--- src/rtl/ram_arb_pkg.sv ---
// Shared types and requester identifiers for the two-way single-port RAM arbiter.
package ram_arb_pkg;

    typedef enum logic [1:0] {
        IDLE  = 2'd0,
        GRANT = 2'd1,
        RESP  = 2'd2
    } ram_arb_state_t;

    localparam logic REQ0_ID = 1'b0;
    localparam logic REQ1_ID = 1'b1;

endpackage

--- src/rtl/ram_arb_pick.sv ---
// Combinational winner select between the two requesters.
// RAM_ARB_FIXED_PRIO_EN: when defined, requester 0 always wins a tie and last_gnt is ignored.
module ram_arb_pick
    import ram_arb_pkg::*;
(
    input  logic req0,
    input  logic req1,
    input  logic last_gnt,
    output logic any_req,
    output logic winner
);

    always_comb begin
        any_req = req0 | req1;
        winner  = REQ0_ID;
        if (req0 && req1) begin
`ifdef RAM_ARB_FIXED_PRIO_EN
            winner = REQ0_ID;
`else
            // Tie goes to whoever was not granted last.
            winner = ~last_gnt;
`endif
        end else if (req1) begin
            winner = REQ1_ID;
        end
    end

endmodule

--- src/rtl/ram_arbiter.sv ---
// Sequencer/arbiter owning the pins of a single-port RAM shared by two requesters.
// Tie-break policy selectable with RAM_ARB_FIXED_PRIO_EN (see ram_arb_pick).
module ram_arbiter
    import ram_arb_pkg::*;
#(
    parameter int N = 6,
    parameter int M = 32
) (
    input  logic         clk,
    input  logic         rst_n,
    input  logic         req0,
    input  logic         req1,
    input  logic         we0,
    input  logic         we1,
    input  logic [N-1:0] addr0,
    input  logic [N-1:0] addr1,
    input  logic [M-1:0] wdata0,
    input  logic [M-1:0] wdata1,
    output logic         ack0,
    output logic         ack1,
    output logic [M-1:0] rdata,
    output logic         busy,
    output logic         ram_we,
    output logic [N-1:0] ram_addr,
    output logic [M-1:0] ram_din,
    input  logic [M-1:0] ram_dout
);

    ram_arb_state_t state_reg, state_next;
    logic           gnt_id_reg, gnt_id_next;
    logic           last_gnt_reg, last_gnt_next;
    logic [1:0]     ack_reg;
    logic [M-1:0]   rdata_reg;

    logic           any_req;
    logic           winner;
    logic           in_grant;
    logic           sel_we;
    logic [N-1:0]   sel_addr;
    logic [M-1:0]   sel_wdata;

    ram_arb_pick u_pick (
        .req0     (req0),
        .req1     (req1),
        .last_gnt (last_gnt_reg),
        .any_req  (any_req),
        .winner   (winner)
    );

    always_comb begin
        state_next    = state_reg;
        gnt_id_next   = gnt_id_reg;
        last_gnt_next = last_gnt_reg;
        case (state_reg)
            IDLE: begin
                if (any_req) begin
                    state_next    = GRANT;
                    gnt_id_next   = winner;
                    last_gnt_next = winner;
                end
            end
            GRANT:   state_next = RESP;
            RESP:    state_next = IDLE;
            default: state_next = IDLE;
        endcase
    end

    assign in_grant  = (state_reg == GRANT);
    assign sel_we    = (gnt_id_reg == REQ1_ID) ? we1    : we0;
    assign sel_addr  = (gnt_id_reg == REQ1_ID) ? addr1  : addr0;
    assign sel_wdata = (gnt_id_reg == REQ1_ID) ? wdata1 : wdata0;

    // Gating with rst_n keeps a write from landing on the edge that follows a mid-access reset.
    assign ram_we   = in_grant & sel_we & rst_n;
    assign ram_addr = in_grant ? sel_addr  : '0;
    assign ram_din  = in_grant ? sel_wdata : '0;

    always_ff @(posedge clk or negedge rst_n) begin
        if (!rst_n) begin
            state_reg    <= IDLE;
            gnt_id_reg   <= REQ0_ID;
            last_gnt_reg <= REQ1_ID;
            rdata_reg    <= '0;
        end else begin
            state_reg    <= state_next;
            gnt_id_reg   <= gnt_id_next;
            last_gnt_reg <= last_gnt_next;
            if (in_grant && !sel_we) begin
                rdata_reg <= ram_dout;
            end
        end
    end

    generate
        for (genvar gi = 0; gi < 2; gi++) begin : g_ack
            always_ff @(posedge clk or negedge rst_n) begin
                if (!rst_n) begin
                    ack_reg[gi] <= 1'b0;
                end else begin
                    ack_reg[gi] <= in_grant && (gnt_id_reg == 1'(gi));
                end
            end
        end
    endgenerate

    assign ack0  = ack_reg[0];
    assign ack1  = ack_reg[1];
    assign rdata = rdata_reg;
    assign busy  = (state_reg != IDLE);

endmodule

--- config.mk ---
export PLATFORM = sky130hd
export DESIGN_NAME = ram_arbiter
export DESIGN_NICKNAME = d
export VERILOG_FILES = /design/src/rtl/ram_arb_pkg.sv /design/src/rtl/ram_arb_pick.sv /design/src/rtl/ram_arbiter.sv
export SDC_FILE = /design/constraint.sdc
export NUM_CORES = 1
export LEC_CHECK = 0
export BUFFER_PORTS_ARGS = -buffer_cell sky130_fd_sc_hd__clkbuf_2
export CORE_MARGIN = 2
export CORE_UTILIZATION = 41
export CTS_CLUSTER_DIAMETER = 40
export DETAILED_ROUTE_END_ITERATION = 10
export HOLD_SLACK_MARGIN = 0.1
export PLACE_DENSITY = 0.94
export SETUP_SLACK_MARGIN = 0.2
export SLEW_MARGIN = 40
export SYNTH_ARGS = -nofsm -noshare
export SYNTH_HDL_FRONTEND = slang
export SYNTH_HIERARCHICAL = 1
export SYNTH_SLANG_ARGS = --single-unit
--- constraint.sdc ---
create_clock -name clk -period 2.8 [get_ports clk]
set_clock_uncertainty 0.15 [all_clocks]
set_input_delay 0.14 -clock clk [delete_from_list [all_inputs] [get_ports clk]]
set_output_delay 0.14 -clock clk [all_outputs]
set_load 0.02 [all_outputs]
==> results.yml <==
sta:
  finalSetupTns_ps: 0
  hold_viol: 0
  relSlewSlack_pct: 58.0
  fmax_ghz: 0.492
  slew_viol_final: 0
  tightest_slew_ps: 630
  period_minus_slack_ps: 2030
  rsz0062_at_grt: "no"
  setup_violations: 0
  fin_crit_sh_pct: 72.6
power_and_ir_drop:
  vdd_drop_max_v: 0.000784
  powerDensity_nw_per_um2: 1090
  leakage_nw: 2.07
  fin_total_pwr_w: 0.00390
detailed_routing:
  first_iter_violations: 39
  drc: 0
  drt_wl_total_microns: 7200
  num_vias: 2150
  avgRoutedWirePerCell_microns: 15.5
  via_per_inst: 4.63
  ant_nets: 0
  firstDrtPassIters: 4
worst_setup_path:
  cp_data_arrival_time_ps: 1740
  cp.buffers_inverters: 2
  required_ps: 2510
  cp_max_fo: 41
  critPathLaunchType: "flop"
  cp_slowest_cell: "buf_4"
  slowest_delay_ps: 520
  cpLargestDelayFamily: "buffers and inverters"
  endpoint_kind: "output port"
  critical_path_class: "reg -> out"
  crit_chain: "buf_4 -> mux2i_1 -> nor2_1 -> clkbuf_2"
die:
  rows: 26
  io-pin-count: 188
  coreArea_sq_um: 5070
  die_h_microns: 76.2
  die_w_microns: 76.2
  die_area_sq_um: 5800
  start_util_pct: 42.1
finish:
  area_growth_pct: 67.8
  nets: 507
  drive_gt1_share_pct: 60.9
  final_util_pct: 70.6
  layoutNonFillerInstCount: 464
  diodes: 0
  largest_reg_flops: 32
  final_area_sq_um: 3580
synthesis:
  synth_edf_count: 0
  ys_seq_area_share_pct: 44.6
  yosys.area.top_type: "dfrtp_1"
  yosysWarnings: 6
  yosys-top-cells-count: "nor2_1, mux2i_1, dfrtp_1, mux2_4, buf_2"
  async_flop_share_pct: 100
  netlist_instances: 173
  syn_area_sq_um: 2140
  synth_most_common_cell: "nor2_1"
  synth_nets: 287
  ys_ff_latch: 38
  syn_area_per_cell_sq_um: 12.3
  synthTopCellsByArea: "dfrtp_1, mux2_4, mux2i_1, nor2_1, buf_6"
  synth.distinct_cells: 19
  dominantRegCellSynth: "dfrtp_1"
  yosys.area.top_type_share_pct: 43.4
place:
  gp_congestion: 0.726
  place_inst: 423
  hpwlAfterDp_microns: 4950
  io_buffer_count: 187
  post_dp_cell_area_sq_um: 3120
global_routing:
  grt_max_degree: 42
  grt_usage_pct: 25.2
  grt_pass1_vias: 2357
  grt-ovfl-total: 0
  antenna_found_initial: 0
  grt_first_pass_wirelength_microns: 11600
cts:
  clk_path_buf_depth: 2
  cts.repair.resized: 0
  cts_tree: "built"
  cts_hold_buffers: 33
  clkTransAtPathRegs_ps: 80
  clk_latency_ps: 290
  post-cts-setup-buffers: 0
  clock-root-buffer: "clkbuf_8"
  cts_sinks: 38
  htreeDepth: 2
  numCtsBuffers: 5
flow_run:
  maxCapViolCount: 0
min_path:
  hold_class: "in -> reg"
status:
  status: "complete, no violations"
path summary, 6_finish.rpt:
path,start,to,slack (ps),cells past startpoint
max reg2reg,gnt_id_reg,rdata[14],950,4
max,gnt_id_reg,ram_din[5],770,4
min reg2reg,rdata[21],rdata[21],370,1
min,req0,last_gnt_reg,120,3
min in group asynchronous,rst_n,rdata[11],330,3
max in group asynchronous,rst_n,gnt_id_reg,1810,3
worst reg2reg max path: cells and delay by family, from the launching register on:
family / cells / cell delay (ps)
flip-flops: 1 / 430
buffers and inverters: 1 / 340
multiplexers: 2 / 570
AND/OR/NAND/NOR: 1 / 250
where the power goes:
part	switching (W)	internal, W	total (W)
Clock	0.000206	0.000357	0.000563
Sequential	0.000191	0.000835	0.00103
Combinational	0.00128	0.00104	0.00232
Total	0.00168	0.00223	0.00390
routing by layer:
layer	GRT usage [%]	up-vias	wire length (microns)
met5	0	-	0
met4	9.45	0	196
met3	8.89	20	621
met2	47.7	118	3890
met1	25.2	987	2490
li1	-	1025	-
per-stage QoR:
step                      hold WS, ps  setup WS, ps
after global placement           95.7          1010
after floorplan                  -306          1270
after CTS                         103           748
after detailed placement          108           966
after global routing              118           661
final                             122           766
cells by family after synthesis:
logic type             share of synthesized area [%]
and+or+nand+nor                                 8.85
DFF                                             44.6
AOI/OAI and AO/OA                              0.352
muxes                                           42.1
buffers and inverters                           4.16
cell type report:
| type | instances | area, sq um |
|---|---|---|
| timing repair buffer | 225 | 1300 |
| fill | 363 | 1490 |
| tap | 70 | 87.6 |
| inverter | 2 | 7.51 |
| sequential | 38 | 953 |
| clock inverter | 3 | 68.8 |
| multi-input combinational | 121 | 1090 |
| clock buffer | 5 | 68.8 |
placed cells by master (no fill, tap or decap):
cell / Yosys / layout
clkbuf_2: 0 / 187
nor2_1: 41 / 41
mux2i_1: 38 / 38
dfrtp_1: 37 / 36
dlygate4sd3_1: 0 / 33
mux2_4: 30 / 30
clkbuf_8: 0 / 5
buf_4: 0 / 5
mux2_2: 4 / 4
bufinv_16: 0 / 2
nand2b_1: 1 / 1
or2_2: 1 / 1
mux2i_4: 1 / 1
inv_2: 1 / 1
nand2_1: 1 / 1
and2_1: 1 / 1
nand2_2: 1 / 1
inv_1: 1 / 1
clkinv_4: 0 / 1
dfrtp_2: 0 / 1
dfstp_2: 1 / 1
or2_1: 1 / 1
a21boi_1: 1 / 1
No activity file was read; power rests on OpenSTA's default activity.
